[src/rtl/alu_result_fifo.sv]
// FWFT result FIFO after the ALU: buffers Y with {Z,N,C,V}.
// Optional sticky C/V tracking via ALU_STICKY_FLAGS_EN.
module alu_result_fifo #(
  parameter int WIDTH = 4,
  parameter int DEPTH = 4
) (
  input  logic               clk,
  input  logic               rst_n,
  input  logic               clear,
  input  logic               in_valid,
  output logic               in_ready,
  input  logic [WIDTH-1:0]   in_y,
  input  logic [3:0]         in_flags,
  output logic               out_valid,
  input  logic               out_ready,
  output logic [WIDTH-1:0]   out_y,
  output logic [3:0]         out_flags,
  output logic [$clog2(DEPTH):0] count,
  output logic               sticky_c,
  output logic               sticky_v
);

  localparam int AW = $clog2(DEPTH);
  localparam int CW = AW + 1;
  localparam int EW = WIDTH + 4;

  logic [EW-1:0] mem [DEPTH];
  logic [AW-1:0] wr_ptr;
  logic [AW-1:0] rd_ptr;
  logic          push;
  logic          pop;
  logic          empty;
  logic [EW-1:0] head;

  assign empty     = (count == '0);
  assign in_ready  = (count != CW'(DEPTH));
  assign out_valid = !empty;
  assign push      = in_valid && in_ready;
  assign pop       = out_valid && out_ready;
  assign head      = mem[rd_ptr];

  // Head entry, masked to zero while the FIFO is empty
  always_comb begin
    out_y     = '0;
    out_flags = '0;
    if (!empty) begin
      out_y     = head[EW-1:4];
      out_flags = head[3:0];
    end
  end

  // Storage write; contents need no reset since outputs are masked
  always_ff @(posedge clk) begin
    if (push && !clear)
      mem[wr_ptr] <= {in_y, in_flags};
  end

  // Pointers and occupancy; clear overrides any same-cycle push/pop
  always_ff @(posedge clk or negedge rst_n) begin
    if (!rst_n) begin
      wr_ptr <= '0;
      rd_ptr <= '0;
      count  <= '0;
    end else if (clear) begin
      wr_ptr <= '0;
      rd_ptr <= '0;
      count  <= '0;
    end else begin
      if (push)
        wr_ptr <= wr_ptr + AW'(1);
      if (pop)
        rd_ptr <= rd_ptr + AW'(1);
      unique case (1'b1)
        (push && !pop): count <= count + CW'(1);
        (pop && !push): count <= count - CW'(1);
        default:        count <= count;
      endcase
    end
  end

`ifdef ALU_STICKY_FLAGS_EN
  // Accumulate carry/overflow over every accepted push
  always_ff @(posedge clk or negedge rst_n) begin
    if (!rst_n) begin
      sticky_c <= 1'b0;
      sticky_v <= 1'b0;
    end else if (clear) begin
      sticky_c <= 1'b0;
      sticky_v <= 1'b0;
    end else if (push) begin
      sticky_c <= sticky_c | in_flags[1];
      sticky_v <= sticky_v | in_flags[0];
    end
  end
`else
  assign sticky_c = 1'b0;
  assign sticky_v = 1'b0;
`endif

endmodule

[config.mk]
export PLATFORM = sky130hd
export DESIGN_NAME = alu_result_fifo
export DESIGN_NICKNAME = d
export VERILOG_FILES = /design/src/rtl/alu_result_fifo.sv
export SDC_FILE = /design/constraint.sdc
export NUM_CORES = 1
export LEC_CHECK = 0
export ABC_AREA = 1
export CORE_ASPECT_RATIO = 1.1
export CORE_MARGIN = 4
export CORE_UTILIZATION = 52
export DETAILED_ROUTE_END_ITERATION = 10
export GPL_ROUTABILITY_DRIVEN = 0
export PLACE_DENSITY = 0.74
export SKIP_LAST_GASP = 1
export SYNTH_ARGS = -nofsm -noshare
export SYNTH_HDL_FRONTEND = slang
export SYNTH_SLANG_ARGS = --single-unit
export TNS_END_PERCENT = 1
[constraint.sdc]
create_clock -name clk -period 2.1 [get_ports clk]
set_clock_uncertainty 0.15 [all_clocks]
set_input_delay 0.21 -clock clk [delete_from_list [all_inputs] [get_ports clk]]
set_output_delay 0.21 -clock clk [all_outputs]
set_load 0.05 [all_outputs]
After elaboration in Yosys (flattened, before gate mapping)
Memories as Yosys holds them, arrays and structs flattened.
Index checks and enable logic that the tools add are counted.
{"block": "word_totals", "register_bits": 7, "wordCells": 32, "input_bits": 13, "ramBits": 32, "memories": 1, "output_inout_bits": 15}
{"memory": "mem", "words": 4, "width": 8, "read_ports": 1, "rd_ports_with_merged_regs": 0, "wr": 1, "line_no": "27", "source": "logic [EW-1:0] mem [DEPTH];"}
{"block": "classes", "n_reduce_logical": 13, "addsub": 4, "n_mux": 10, "eq_ne": 1}
{"cell": "2-bit two-way mux", "n": 4}
{"cell": "4-bit two-way mux", "n": 2}
{"cell": "3-bit one-hot mux with 2 select lines", "n": 1}
{"cell": "1-bit logical AND", "n": 5}
{"cell": "2-bit by 1-bit adder with 2-bit output (second input constant)", "n": 2}
{"cell": "1-bit logical NOT", "n": 4}
{"cell": "2-bit nonzero test", "n": 2}
{"cell": "3-bit by 1-bit adder with 3-bit output (second input constant)", "n": 1}
{"cell": "3-bit logical NOT", "n": 1}
{"cell": "3-bit two-way mux", "n": 1}
{"cell": "3-bit inequality test (second input constant)", "n": 1}
{"cell": "3-bit nonzero test", "n": 1}
{"cell": "3-bit by 1-bit subtractor with 3-bit output (second input constant)", "n": 1}
{"cell": "1-bit two-way mux", "n": 2}

Logic depth before layout (Yosys ltp)
Gate-level depths: netlist of the first run.
{"block": "depth", "word_depth": 7, "depth_mapped": 12, "mapped_depth_nobuf": 12}

Worst setup path before layout of the first run
No wires, ideal clock.
{"block": "synth_path", "path_kind": "reg-to-reg", "from": "reg count[0]", "to": "reg count[2]", "setup_slack_ns": -0.318, "setup_ns": 0.118, "path_stages_with_launch": 13, "synth_period_minus_slack_ns": 2.418, "n_path_buf": 0, "t_required_ns": 1.832, "arrival_time_ns": 2.150, "cell_sequence": "dfrtp_1 -> nor2_4 -> nand2_2 -> nand2_4 -> nand2_2 -> inv_2 -> fa_1 -> xnor2_1 -> inv_1 -> nand2_1 -> nand2_1 -> nand3_1 -> nand2_1"}
{"block": "synth_via", "elab_cells_between_ends": 14}
{"item": "start, declared", "line_no": "18", "source": "output logic [$clog2(DEPTH):0] count,"}
{"item": "start signal, assigned", "line_no": "74", "source": "(push && !pop): count <= count + CW'(1);"}
{"item": "start signal, assigned", "line_no": "75", "source": "(pop && !push): count <= count - CW'(1);"}
{"item": "start signal, assigned", "line_no": "76", "source": "default: count <= count;"}
{"item": "3-bit inequality test (*)", "line_no": "36", "source": "assign in_ready = (count != CW'(DEPTH));"}
{"item": "net in_ready", "line_no": "11", "source": "output logic in_ready,"}
{"item": "1-bit logical AND (*)", "line_no": "38", "source": "assign push = in_valid && in_ready;"}
{"item": "1-bit logical NOT", "line_no": "75"}
{"item": "1-bit logical AND", "line_no": "75"}
{"item": "3-bit one-hot mux with 2 select lines", "line_no": "73", "source": "unique case (1'b1)"}
{"item": "3-bit two-way mux", "line_no": "64", "source": "end else if (clear) begin"}
The timed path passes the listed nets; every way through them passes the cells marked *.
A chain may end at the register's enable or synchronous reset.

Worst setup path after layout of the first run
{"block": "layout_path", "from": "reg count[2]", "to": "out count[2]"}
No word-level cell between the ends.

==> flow_summary.yaml, run 1 <==
clock_tree:
  clk_latency_ns: 0.35
  htree_levels: 2
  clkTransAtPathRegs_ns: 0.11
  clock-sinks: 39
  clk_path_buf_depth: 2
  cts_root_buf: "clkbuf_4"
  tritoncts: "done"
  cts_inserted_buffers: 5
timing:
  finalSetupTns_ns: 0
  setup_viol: 0
  hold_viol: 0
  rsz0062_at_grt: "true"
  drv_slew: 0
  holdWs_ns: 0.343
  tightest_slew_ns: 0.511
  timing.final.crit_share_pct: 98.5
  fin_crit_ns: 2.07
  max_freq_mhz: 483
  slew-limit-headroom_pct: 65.9
logic_synthesis:
  synth.top_cell.area_share_pct: 54.6
  yosysTopAreaCell: "edfxtp_1"
  syn-cell-area_mm2: 0.00176
  synth.avg_cell_area_um2: 11.0
  yosys-top-cells-area: "edfxtp_1, dfrtp_1, nor2_1, o21ai_1, a21oi_1"
  ys_types: 22
  yosys_warnings: 0
  yosys_register_bits: 39
  ys_seq_area_share_pct: 64.5
  syn_inst: 160
worst_setup_path:
  crit_family: "buffers and inverters"
  cp_num_buf_inv: 1
  crit_type: "register to primary output"
  worst-path-max-fanout: 5
  critical_path_required_ns: 1.74
  crit_arrival_ns: 1.71
  critPathCaptureType: "primary output"
  max_stage_delay_ns: 0.86
  cp-start-kind: "register"
  crit_slowest_cell: "clkdlybuf4s50_1"
  crit_chain: "clkdlybuf4s50_1"
finish:
  area_growth_pct: 27.5
  multi_input_area_um2: 547
  final_common_cell: "nor2_1"
  layout_common_cells: "nor2_1, edfxtp_1, clkdlybuf4s50_1, nand2_1, o21ai_1"
  seq_area_mm2: 0.00114
  n_antenna_cell: 0
  nets: 211
  design_area_mm2: 0.00224
  fill_cells: 217
  drive_gt1_share_pct: 22.7
detailed_routing:
  first_pass_iters: 4
  ant_nets: 0
  detail_route.wl_per_cell_um: 15.8
  drc: 0
  viasPerCell: 5.27
  drt_iter0_markers: 65
  drt-total-wl_mm: 3.61
  via_count: 1201
die:
  boundaryPins: 28
  dieArea_mm2: 0.00438
  core_region_area_mm2: 0.00315
  rows: 21
  die_h_um: 69.0
  die_w_um: 63.5
  initial_utilization_pct: 55.8
outcome:
  status: "finished clean"
global_routing:
  grt.total_usage_pct: 17.5
  grt_pass1_wl_mm: 5.79
  grt_overflow: 0
  grt_pass1_vias: 1259
  grt_max_degree: 19
  antenna_found_initial: 0
place:
  post_dp_cell_area_mm2: 0.00214
  port_buffers: 25
  place_hpwl_mm: 2.42
job:
  cap_violations: 0
power:
  power_leakage_nw: 0.870
  ir_drop_uv: 781
  p_per_area_mw_per_mm2: 1450
hold_path:
  hold_path.class: "input pin to register"
[stage by stage]
step	util (%)	setup slack, ns	std cells	power, W
after floorplan	-	-0.207	161	0.00202
after global placement	67.8	0.117	219	0.00270
after detailed placement	67.8	0.0260	219	0.00274
after CTS	70.5	-0.0637	228	0.00323
after global routing	71.2	-0.0532	228	0.00340
final	71.2	0.0311	228	0.00325
[registers in the layout, indices dropped and copies added, names as in the netlist]
| signal | count |
|---|---|
| count | 3 |
| mem | 32 |
| rd_ptr | 2 |
| wr_ptr | 2 |
[cells in the mapped netlist]
cell,number
conb_1,1
buf_4,3
nand3_1,5
xnor2_1,1
a21oi_1,10
nand3b_1,1
nand2_1,13
nor2_4,2
nand2_2,3
dfrtp_1,7
o21ai_0,7
edfxtp_1,32
inv_1,8
inv_4,1
nand2_4,3
buf_2,3
a21oi_2,1
ha_1,4
inv_2,6
o21ai_1,12
nor2_1,36
fa_1,1
[cell families after synthesis]
logic type / count (synthesis) / share of synthesized area (%)
other: 1 / 0.213
AND/OR/NAND/NOR: 63 / 16.6
XOR/XNOR: 1 / 0.498
flip-flops: 39 / 64.5
buffers and inverters: 21 / 5.47
AO/OA/AOI/OAI: 30 / 8.74
adder cells (fa/ha/maj): 5 / 3.98
[metal layers]
layer | wire [µm] | GRT usage (%)
met3 | 142 | 6.33
met5 | 0 | 0
met1 | 1550 | 18.9
met2 | 1840 | 30.4
met4 | 80 | 7.67
[power by group]
part / internal [W] / switching [W]
clock network: 0.000245 / 0.000238
logic: 0.000669 / 0.00106
registers: 0.000918 / 0.000115
[layout make-up]
cell class              count  area share [%]
inverters                  15            2.73
well taps                  34            1.90
repair buffers             31            16.7
multi-input cells         101            24.4
flip-flops and latches     39            50.9
clock buffers               5            1.67
clock inverters             3            1.73
[path summary, 6_finish.rpt]
kind                        startpoint   endpoint  slack (ns)  cells after the start
min in group asynchronous        rst_n  rd_ptr[0]        0.51                      2
max reg2reg                   count[0]   count[2]        0.09                     11
max in group asynchronous        rst_n  rd_ptr[1]        1.01                      2
max                           count[2]   count[2]        0.03                      1
min                        in_flags[0]  mem[0][0]        0.34                      1
min reg2reg                   count[1]   count[1]        0.45                      2
[repair_timing]
action | 4_1_cts | 5_1_grt
endpoints found under the setup margin | 9 | 10
gates resized for setup | 2 | 7
hold buffers | 1 | 0
pin swaps | 0 | 3
buffers inserted | 0 | 0
endpoints found under the hold margin | 7 | 0
(Power assumes the default switching activity.)
==> run 2: changes to the inputs <==
--- a/config.mk
+++ b/config.mk
@@ -12,7 +12,6 @@
 export DETAILED_ROUTE_END_ITERATION = 10
 export GPL_ROUTABILITY_DRIVEN = 0
 export PLACE_DENSITY = 0.74
-export SKIP_LAST_GASP = 1
 export SYNTH_ARGS = -nofsm -noshare
 export SYNTH_HDL_FRONTEND = slang
 export SYNTH_SLANG_ARGS = --single-unit
==> flow_summary.yaml, run 2 (same netlist as run 1, synthesis figures left out) <==
outcome:
  status: "finished clean"
timing:
  max_freq_mhz: 497
  slew-limit-headroom_pct: 64.7
  rsz0062_at_grt: "false"
  tightest_slew_ns: 0.529
  hold_viol: 0
  finalSetupTns_ns: 0
  timing.final.crit_share_pct: 95.8
  setup_viol: 0
  postLayoutSetupSlackWorst_ns: 0.0892
  drv_slew: 0
  fin_crit_ns: 2.01
place:
  post_dp_cell_area_mm2: 0.00214
  dpl_worst_slack_ns: 0.0260
  place_hpwl_mm: 2.42
  placed_cells: 219
  port_buffers: 25
finish:
  multi_input_area_um2: 549
  layout_common_cells: "nor2_1, edfxtp_1, clkdlybuf4s50_1, nand2_1, o21ai_1"
  largest_reg_flops: 32
  final_common_cell: "nor2_1"
  fill_cells: 214
  n_antenna_cell: 0
  nets: 211
  top_regs: "mem x32, count x3"
  top_register: "mem"
  seq_area_mm2: 0.00114
  finalNonFillerCells: 228
  area_growth_pct: 27.9
  design_area_mm2: 0.00225
  drive_gt1_share_pct: 23.2
clock_tree:
  htree_levels: 2
  clkTransAtPathRegs_ns: 0.12
  cts_setup_buffers: 0
  tritoncts: "done"
  cts_inserted_buffers: 5
  clock-sinks: 39
  cts_root_buf: "clkbuf_4"
  clk_path_buf_depth: 2
  clk_latency_ns: 0.35
hold_path:
  hp-start: "in_y[1]"
  hold_path.class: "input pin to register"
detailed_routing:
  drt_iter0_markers: 71
  detail_route.wl_per_cell_um: 15.8
  viasPerCell: 5.32
  drc: 0
  drt-total-wl_mm: 3.60
  ant_nets: 0
  first_pass_iters: 4
  via_count: 1214
worst_setup_path:
  critical_path_required_ns: 1.74
  r2r_start: "count[1]"
  crit_type: "register to primary output"
  crit_family: "flip-flops"
  crit_chain: "inv_6 -> o21ai_0 -> a21oi_1 -> buf_12"
  cp_num_buf_inv: 2
  crit_slowest_cell: "dfrtp_4"
  critPathCaptureType: "primary output"
  max_stage_delay_ns: 0.61
  cp-start-kind: "register"
  cp-startpoint: "rd_ptr[0]"
  crit_arrival_ns: 1.65
  worst-path-max-fanout: 18
global_routing:
  antenna_found_initial: 0
  grt_pass1_vias: 1259
  grt_max_degree: 19
  grt_overflow: 0
  grt.total_usage_pct: 17.5
  grt_pass1_wl_mm: 5.79
die:
  die_w_um: 63.5
  dieArea_mm2: 0.00438
  die_h_um: 69.0
  initial_utilization_pct: 55.8
  rows: 21
  core_region_area_mm2: 0.00315
  boundaryPins: 28
power:
  ir_drop_uv: 782
  p_per_area_mw_per_mm2: 1450
  power_leakage_nw: 0.887
job:
  cap_violations: 0
## run 2: changes by cell type in the layout (fill, tap and decap cells not counted)
| cell | change |
|---|---|
| clkdlybuf4s50_1 | -1 |
| dlymetal6s2s_1 | +1 |
| fa_1 | -1 |
| fa_2 | +1 |
| inv_4 | -1 |
| inv_6 | +1 |
## run 2: layer usage
metal  global-route usage [%]  share of wire [%]  vias up  wire length, µm
met5                        0                  0        -                0
met4                     7.67                1.9        0               70
met3                     6.33                4.5       10              161
met2                     30.4                 52       28             1850
met1                     18.9                 42      576             1510
li1                         -                  -      600                -
## run 2: through the flow
| stage | total power, W | hold slack, ns | util (%) |
|---|---|---|---|
| after CTS | 0.00324 | 0.330 | 70.6 |
| after floorplan | 0.00202 | -0.236 | - |
| final | 0.00326 | 0.341 | 71.4 |
| after global routing | 0.00341 | 0.329 | 71.4 |
| after global placement | 0.00270 | 0.343 | 67.8 |
| after detailed placement | 0.00274 | 0.352 | 67.8 |
## run 2: final cells by class
type,count,area share [%]
clock buffers,5,1.67
clock inverters,3,1.72
inverters,15,2.83
multi-input cells,101,24.4
flip-flops and latches,39,50.8
well taps,34,1.89
repair buffers,31,16.7
## run 2: power breakdown
group	internal, W	switching (W)	leakage (nW)
clock	0.000245	0.000242	0.0426
sequential	0.000918	0.000120	0.379
combinational	0.000671	0.00106	0.466
## run 2: worst reg2reg max path, cell delays in order, from the launching register on
cell and delay (ns):
dfrtp_2 0.48, nor2_4 0.17, a21oi_2 0.10, nand2_2 0.09, inv_2 0.04, fa_2 0.35
xnor2_2 0.16, inv_1 0.05, nand2_1 0.07, nand2_1 0.05, nand3_1 0.06, nand2_1 0.05
## run 2: final timing paths
| path | end | slack [ns] | cells past startpoint |
|---|---|---|---|
| worst max-delay path | out_flags[0] | 0.09 | 4 |
| worst min-delay path | mem[1][5] | 0.34 | 1 |
| worst max register to register | count[2] | 0.19 | 11 |
| worst min register to register | count[1] | 0.46 | 2 |
| max in group asynchronous | rd_ptr[1] | 1.00 | 2 |
| min in group asynchronous | rd_ptr[0] | 0.51 | 2 |
## run 2: repair_timing
item                                    in CTS  in global routing
cloned                                       0                  0
gates resized for setup                      4                  7
endpoints found under the hold margin        7                  0
hold buffers                                 1                  0
endpoints found under the setup margin       9                 10
pin swaps                                    0                  5
